**src/rtl/stream_max_min.sv**
```systemverilog
// Streaming frame max/min/count tracker with a valid/ready result port.
// Define STREAM_MAX_MIN_SIGNED_EN to compare elements as two's complement.
module stream_max_min #(
    parameter int WIDTH = 32,
    parameter int CNT_W = 16
) (
    input  logic             clk_i,
    input  logic             rst_i,
    input  logic [WIDTH-1:0] data_i,
    input  logic             valid_i,
    input  logic             last_i,
    output logic             ready_o,
    output logic [WIDTH-1:0] max_o,
    output logic [WIDTH-1:0] min_o,
    output logic [CNT_W-1:0] count_o,
    output logic             res_valid_o,
    input  logic             res_ready_i
);

    typedef enum logic [1:0] {EMPTY, ACCUM, RESULT} state_t;

    state_t             state_q, state_d;
    logic [WIDTH-1:0]   max_q, max_d;
    logic [WIDTH-1:0]   min_q, min_d;
    logic [CNT_W-1:0]   count_q, count_d;
    logic               ready_q, ready_d;
    logic               res_valid_q, res_valid_d;

    logic beat;
    logic gt_max;
    logic lt_min;

    assign beat = valid_i && ready_q;

`ifdef STREAM_MAX_MIN_SIGNED_EN
    assign gt_max = $signed(data_i) > $signed(max_q);
    assign lt_min = $signed(data_i) < $signed(min_q);
`else
    assign gt_max = data_i > max_q;
    assign lt_min = data_i < min_q;
`endif

    always_comb begin
        state_d = state_q;
        max_d   = max_q;
        min_d   = min_q;
        count_d = count_q;
        case (state_q)
            EMPTY: begin
                if (beat) begin
                    max_d   = data_i;
                    min_d   = data_i;
                    count_d = CNT_W'(1);
                    state_d = last_i ? RESULT : ACCUM;
                end
            end
            ACCUM: begin
                if (beat) begin
                    if (gt_max) max_d = data_i;
                    if (lt_min) min_d = data_i;
                    // Saturate rather than wrap so oversized frames report the ceiling.
                    if (count_q != {CNT_W{1'b1}}) count_d = count_q + CNT_W'(1);
                    if (last_i) state_d = RESULT;
                end
            end
            RESULT: begin
                if (res_valid_q && res_ready_i) state_d = EMPTY;
            end
            default: state_d = EMPTY;
        endcase
        ready_d     = (state_d != RESULT);
        res_valid_d = (state_d == RESULT);
    end

    always_ff @(posedge clk_i) begin
        if (rst_i) begin
            state_q     <= EMPTY;
            max_q       <= '0;
            min_q       <= '0;
            count_q     <= '0;
            ready_q     <= 1'b1;
            res_valid_q <= 1'b0;
        end else begin
            state_q     <= state_d;
            max_q       <= max_d;
            min_q       <= min_d;
            count_q     <= count_d;
            ready_q     <= ready_d;
            res_valid_q <= res_valid_d;
        end
    end

    assign ready_o     = ready_q;
    assign res_valid_o = res_valid_q;
    assign max_o       = max_q;
    assign min_o       = min_q;
    assign count_o     = count_q;

endmodule
```
**config.mk**
```make
export PLATFORM = sky130hd
export DESIGN_NAME = stream_max_min
export DESIGN_NICKNAME = d
export VERILOG_FILES = /design/src/rtl/stream_max_min.sv
export SDC_FILE = /design/constraint.sdc
export NUM_CORES = 1
export LEC_CHECK = 0
export CAP_MARGIN = 20
export CORE_AREA = 4 4 103 105
export DETAILED_ROUTE_END_ITERATION = 10
export DIE_AREA = 0 0 107 109
export PLACE_DENSITY_LB_ADDON = 0.15
export RECOVER_POWER = 100
export REMOVE_ABC_BUFFERS = 1
export SKIP_CTS_REPAIR_TIMING = 1
export SLEW_MARGIN = 30
export SYNTH_ARGS = -nofsm -noshare
export SYNTH_HDL_FRONTEND = slang
export SYNTH_SLANG_ARGS = --single-unit
```
**constraint.sdc**
```tcl
create_clock -name clk_i -period 4.4 [get_ports clk_i]
set_input_delay 0.66 -clock clk_i [delete_from_list [all_inputs] [get_ports clk_i]]
set_output_delay 0.66 -clock clk_i [all_outputs]
set_load 0.05 [all_outputs]
```
; Word-level counts from Yosys, hierarchy flattened
; Index checks and enable logic that the tools add are counted.
; Widths: inputs -> output; s select.
[totals]
output_inout_bits = 82
word_cells = 43
register_bits = 84
in_bits = 37
[classes]
magnitude_cmp = 2
n_reduce_logical = 7
add_sub_neg = 1
n_mux = 17
eq_ne = 10
[ops]
columns = op, count
row1 = $mux 32, 5
row2 = $pmux 32 s2, 2
row3 = $mux 16, 3
row4 = $gt 32x32->1, 1
row5 = $lt 32x32->1, 1
row6 = $pmux 16 s2, 1
row7 = $add 16x1->16 const B, 1
row8 = $ne 16x16->1 const B, 1
row9 = $ne 2x2->1 const B, 6
row10 = $reduce_and 4->1, 3
row11 = $mux 2, 5
row12 = $pmux 2 s3, 1
row13 = $eq 2x2->1 const B, 2
row14 = $eq 2x1->1 const B, 1
row15 = $logic_and 1x1->1, 2
row16 = $logic_not 2->1, 1
row17 = $reduce_bool 2->1, 1

; Longest topological paths before layout
; Gate-level depths: netlist (run 1).
[logic_depth]
depth_word = 4
mapped_depth = 9
depth_no_buf = 8

; Worst setup path before layout (run 1)
; OpenSTA, ideal clock, no wires.
[synth_timing]
kind = register to register
from = register max_q[5], in the netlist max_o[5]
to = register max_q[0], in the netlist max_o[0]
n_path_buf = 1
period_less_slack_ns = 2.523
t_required_ns = 4.328
slack_ns = 1.877
arrival_time_ns = 2.451
setup_ns = 0.072
path_stages_with_launch = 10
cell_sequence = dfxtp_1 inv_1 ha_1 a21o_1 nand3_2 a211oi_1 or4b_4 a31oi_4 buf_6 mux2i_1
[synth_between]
elab_chain_len = 3
[synth_rtl]
columns = element, line
row1 = from (decl), 23  ; logic [WIDTH-1:0] max_q, max_d;
row2 = from (signal assigned), 85  ; max_q <= max_d;
row3 = $gt 32x32->1, 39  ; assign gt_max = data_i > max_q;
row4 = $ne 2x2->1 (no line), --
row5 = $reduce_and 4->1 (no line), --
; No other way between the ends.
; A chain may end at the register's enable or synchronous reset.

; Worst setup path in the final report (run 1)
[layout_timing]
from = input port data_i[14]
to = register max_q[6], in the netlist max_o[6]
[layout_between]
elab_chain_len = 3
[layout_rtl]
columns = element, line
row1 = from (decl), 9  ; input logic [WIDTH-1:0] data_i,
row2 = $gt 32x32->1, 39
row3 = $ne 2x2->1 (no line), --
row4 = $reduce_and 4->1 (no line), --
; No other way between the ends.

==> impl_metrics.py, run 1 <==
metrics = {
    "global_routing": {
        "grt_usage_pct": 24.0,
        "antenna_found_initial": 0,
        "grt_pass1_vias": 4652,
        "grt_first_pass_wirelength_um": 22400,
        "grt_overflow": 0,
        "grt_max_degree": 68,
    },
    "sta": {
        "fin_setup_tns_ps": 0,
        "rsz0062_at_grt": "false",
        "post-route-period-util_pct": 84.4,
        "max_freq_ghz": 0.269,
        "period_needed_ps": 3710,
        "drv_slew": 0,
        "slew_headroom_pct": 18.5,
        "tightest_slew_ps": 1220,
        "setup_violations": 0,
        "hold_violations": 0,
        "finClkSkew_ps": 5.69,
    },
    "layout": {
        "multi_input_area_um2": 3080,
        "stdcell_area_um2": 6640,
        "area_delta_synth_final_pct": 27.0,
        "fin_util_pct": 68.8,
        "diodes": 0,
        "seq_area_um2": 1680,
        "nets": 795,
        "finalNonFillerCells": 832,
        "drive_gt1_share_pct": 4.29,
        "fillers": 802,
    },
    "floorplan": {
        "die_y_um": 109,
        "io_pins": 119,
        "die_w_um": 107,
        "start_util_pct": 54.2,
        "coreArea_um2": 9640,
        "die_area_um2": 11700,
        "fp-row-count": 36,
    },
    "detailed_routing": {
        "ant_nets": 0,
        "drt_first_pass_iters": 5,
        "dr_total_vias": 4678,
        "routed_via_density": 5.62,
        "wl_per_cell_um": 16.4,
        "drt_iter0_markers": 225,
        "drc_errors": 0,
        "drt_wl_total_um": 13600,
    },
    "synthesis": {
        "synth_top_area_cell": "dfxtp_1",
        "syn_inst": 587,
        "synth-edff-count": 0,
        "yosysSeqAreaShare_pct": 32.2,
        "syn_area_per_cell_um2": 8.90,
        "ys_seq_elements": 84,
        "synth_cell_types": 48,
        "synth_area_leaders": "dfxtp_1 32%, ha_1 15%, nand2b_1 7.9%",
        "yosysTopAreaCellShare_pct": 32.2,
        "synth_area_um2": 5220,
        "yosys.cell_count.top_type": "dfxtp_1",
        "synth_flop_cell": "dfxtp_1",
        "postSynth.asyncResetShare_pct": 0,
        "synth_common_cells": "84 x dfxtp_1, 67 x inv_1, 66 x nand2b_1, 64 x ha_1, 35 x a21oi_1",
        "ys_warn_count": 0,
    },
    "setup_path": {
        "critPathKind": "primary input to flop",
        "cp.required_ps": 4690,
        "start_kind": "primary input",
        "crit_arrival_ps": 4000,
        "reg2reg_slack_ps": 1200,
        "critPathMaxFanout": 26,
        "end_kind": "flop",
    },
    "clocking": {
        "clkTransAtPathRegs_ps": 80,
        "cts_sinks": 84,
        "numCtsBuffers": 9,
        "htreeDepth": 3,
        "clockBufferDepth": 2,
        "cts_tree": "yes",
        "clk_latency_ps": 360,
        "ctsRootBufferMaster": "clkbuf_8",
    },
    "place": {
        "post-place-cells": 816,
        "dp_hpwl_um": 9840,
        "place_area_um2": 6480,
        "place_congestion": 0.833,
        "io_buffers": 118,
    },
    "worst_hold_path": {
        "hold_class": "flop to flop",
    },
    "pwr": {
        "p_leak_nw": 2.81,
        "vdd_drop_max_mv": 0.194,
        "power_density_nw_per_um2": 319,
    },
    "job": {
        "maxCapViolCount": 0,
    },
    "status": {
        "status": "finished, final reports clean",
    },
}
## cell families (layout without fill, tap and decap cells)
logic type	Yosys count	after routing	synth area share (%)
adders and majority gates	64	64	15.3
buffers and inverters	95	207	7.79
DFF	84	84	32.2
and+or+nand+nor	200	200	23.8
muxes	34	34	6.52
AOI/OAI and AO/OA	102	102	13.1
xor gates and xnor gates	8	8	1.34
## cell usage in the layout, fill, tap and decap left out, types with 17 or more instances in the layout
master,Yosys,layout
dlygate4sd3_1,0,85
dfxtp_1,84,84
inv_1,67,67
nand2b_1,66,66
ha_1,64,64
a21oi_1,35,35
mux2i_1,34,34
clkdlybuf4s50_1,0,32
or4_1,31,31
o31ai_1,31,31
nand2_1,23,23
nor2_1,20,19
o21ai_0,17,17
## registers in the layout, indices dropped and copies added, names as in the netlist
register     count
count_o         16
max_o           32
min_o           32
ready_o          1
res_valid_o      1
state_q          2
## layout make-up
type                       instances  share of cell area [%]
multi-input combinational        408                    46.4
clock buffer                      12                    2.19
inverter                          67                    3.79
timing repair buffer             124                    18.6
tap                              133                    2.51
clock inverter                     4                    1.09
sequential                        84                    25.3
## power by group
| group | switching [mW] | internal, mW | leakage [nW] | total, mW |
|---|---|---|---|---|
| clock | 0.281 | 0.335 | 0.107 | 0.616 |
| combinational | 0.415 | 0.234 | 2.02 | 0.649 |
| sequential | 0.0390 | 0.813 | 0.688 | 0.852 |
## path summary, 6_finish.rpt
check | start | end | cells after the start
min | max_o[15] | max_o[15] | 2
max reg2reg | max_o[14] | max_o[6] | 9
min reg2reg | max_o[15] | max_o[15] | 2
max | data_i[14] | max_o[6] | 9
## worst max-delay path: stages
cell,delay [ps]
dlygate4sd3_1,590
ha_1,340
nand4_1,200
nor3_1,90
a21boi_0,130
or4b_1,530
a31oi_1,910
buf_12,320
mux2i_1,220
## through the flow
stage,power (mW),hold WS (ps),worst slack (ps)
3_5_place_dp,1.54,484,903
2_1_floorplan,1.30,479,965
4_1_cts,2.16,497,1250
6_report,2.12,491,686
3_3_place_gp,1.53,476,954
5_1_grt,2.23,508,532
## per-layer routing
metal / global-route usage [%] / share of wire, %
met1: 30.9 / 45
met2: 40.1 / 47
met3: 5.39 / 5.7
met4: 7.95 / 1.7
met5: 0 / 0
Note: power is estimated with default switching activity, not from simulation.
==> run 2: changes to the inputs <==
--- a/config.mk
+++ b/config.mk
@@ -6,9 +6,9 @@
 export NUM_CORES = 1
 export LEC_CHECK = 0
 export CAP_MARGIN = 20
-export CORE_AREA = 4 4 103 105
+export CORE_AREA = 4 4 107 109
 export DETAILED_ROUTE_END_ITERATION = 10
-export DIE_AREA = 0 0 107 109
+export DIE_AREA = 0 0 111 113
 export PLACE_DENSITY_LB_ADDON = 0.15
 export RECOVER_POWER = 100
 export REMOVE_ABC_BUFFERS = 1
==> constraint.sdc (replaced) <==
create_clock -name clk_i -period 3.8 [get_ports clk_i]
set_input_delay 0.57 -clock clk_i [delete_from_list [all_inputs] [get_ports clk_i]]
set_output_delay 0.57 -clock clk_i [all_outputs]
set_load 0.05 [all_outputs]
==> run 2 against run 1 <==
  * Non-clock buffer count up 1
  * Clock skew up 2.9 ps
  * Combinational power up 16%
  * Global-route usage down 2.3 points
  * Final cell count up 0.96%
  * Register-to-register slack worse by 310 ps
==> impl_metrics.py, run 2 (synthesis gave the netlist of run 1 again) <==
metrics = {
    "global_routing": {
        "grt_overflow": 0,
        "grt_usage_pct": 21.7,
        "grt_max_degree": 63,
        "grt_pass1_vias": 4655,
        "grt_first_pass_wirelength_um": 22600,
        "antenna_found_initial": 0,
    },
    "clocking": {
        "clockBufferDepth": 2,
        "numCtsBuffers": 9,
        "ctsRootBufferMaster": "clkbuf_8",
        "cts_tree": "yes",
        "cts_sinks": 84,
        "clk_latency_ps": 360,
        "clkTransAtPathRegs_ps": 90,
        "htreeDepth": 3,
    },
    "job": {
        "maxCapViolCount": 0,
    },
    "status": {
        "status": "finished, final reports clean",
    },
    "pwr": {
        "p_total_mw": 2.42,
        "p_leak_nw": 2.82,
        "power_switching_mw": 0.880,
        "p_int_mw": 1.54,
        "swShare_pct": 36.3,
        "vdd_drop_max_mv": 0.178,
        "pwr-share-clk_pct": 28.2,
        "comb_power_share_pct": 31.1,
        "power_frac_seq_pct": 40.7,
        "power_density_nw_per_um2": 363,
    },
    "floorplan": {
        "fp-row-count": 38,
        "start_util_pct": 49.3,
        "die_w_um": 111,
        "io_pins": 119,
        "die_y_um": 113,
        "die_area_um2": 12500,
        "coreArea_um2": 10600,
    },
    "setup_path": {
        "start_kind": "primary input",
        "max_stage_delay_ps": 770,
        "crit_arrival_ps": 3510,
        "r2r_end": "min_o[0]",
        "cp.required_ps": 4090,
        "cp_cell_sequence": "clkdlybuf4s50_1, ha_1, a21oi_1, o21ai_0, a21oi_1, a31oi_1, nor3_4, clkbuf_2, mux2i_1",
        "r2r_start": "min_o[9]",
        "startpoint": "data_i[11]",
        "crit_top_cell": "a21oi_1",
        "reg2reg_slack_ps": 890,
        "crit_buf_inv": 2,
        "slowest_stage": "nor3_4",
        "critPathKind": "primary input to flop",
        "rr_worst_depth": 9,
        "crit_family": "buffers and inverters",
        "end_kind": "flop",
        "critPathMaxFanout": 20,
    },
    "detailed_routing": {
        "drt_first_pass_iters": 4,
        "drt_iter0_markers": 174,
        "drc_errors": 0,
        "drt_wl_total_um": 13400,
        "ant_nets": 0,
        "routed_via_density": 5.44,
        "wl_per_cell_um": 15.9,
        "dr_total_vias": 4567,
    },
    "sta": {
        "fin_setup_tns_ps": 0,
        "setup_violations": 0,
        "period_needed_ps": 3220,
        "post-route-period-util_pct": 84.7,
        "rsz0062_at_grt": "false",
        "max_freq_ghz": 0.311,
        "whs_ps": 487,
        "drv_slew": 0,
        "finClkSkew_ps": 8.56,
        "hold_violations": 0,
        "tightest_slew_ps": 976,
        "slew_headroom_pct": 34.8,
    },
    "layout": {
        "multi_input_area_um2": 3100,
        "most-common-layout-cells": "84 x dfxtp_1, 84 x dlygate4sd3_1, 67 x inv_1",
        "seq_area_um2": 1680,
        "fillers": 945,
        "area_delta_synth_final_pct": 27.7,
        "nets": 796,
        "fin_util_pct": 62.9,
        "drive_gt1_share_pct": 4.86,
        "diodes": 0,
    },
    "worst_hold_path": {
        "worstHoldStart": "max_o[23]",
        "hold_path_end": "max_o[23]",
        "hold_class": "flop to flop",
        "whs_path_depth": 2,
    },
    "place": {
        "place_congestion": 0.837,
        "dp_hpwl_um": 9870,
        "io_buffers": 118,
    },
}
[run 2: cell count changes in the layout (fill, tap and decap cells not counted), moves of 2 or more]
cell	previous run	this run
buf_4	6	4
clkbuf_1	2	0
clkbuf_2	0	2
clkinv_4	0	2
[run 2: worst max path at each step]
stage / endpoint / slack, ps / depth (start not counted)
finish: min_o[0] / 580 / 9
global route: min_o[0] / 350 / 9
CTS: min_o[0] / 710 / 9
detailed placement: min_o[0] / 360 / 9
global placement: min_o[0] / 420 / 9
floorplan: min_o[0] / 370 / 8
[run 2: cell type report]
type,count,share of cell area [%]
Clock buffer,10,2.06
Clock inverter,6,1.07
Inverter,67,3.77
Multi-Input combinational cell,408,46.5
Sequential cell,84,25.2
Tap cell,140,2.63
Timing Repair Buffer,125,18.8
[run 2: tightest hold or removal path: stages, from the launching register on]
cell and delay [ps]:
dfxtp_1 320, nand2b_1 70, mux2i_1 60
[run 2: layer usage]
layer,global-route usage (%),vias up,wire (um)
met5,0,-,0
met4,6.49,0,208
met3,5.24,15,803
met2,35.6,114,6160
met1,28.5,2115,6190
li1,-,2323,-
[run 2: power by group through the flow]
stage / clock [mW] / sequential (mW) / combinational [mW]
after floorplan: 0 / 1.21 / 0.295
after global placement: 0 / 1.01 / 0.764
after detailed placement: 0 / 1.01 / 0.779
after CTS: 0.698 / 0.988 / 0.784
after global routing: 0.734 / 0.995 / 0.823
final: 0.684 / 0.986 / 0.754
[run 2: per-stage QoR]
step / instance area (um2) / std cells / setup WS (ps)
after floorplan: 5070 / 559 / 365
after CTS: 6710 / 840 / 708
after detailed placement: 6500 / 824 / 362
final: 6670 / 840 / 580
after global routing: 6670 / 840 / 353
after global placement: 6500 / 824 / 424
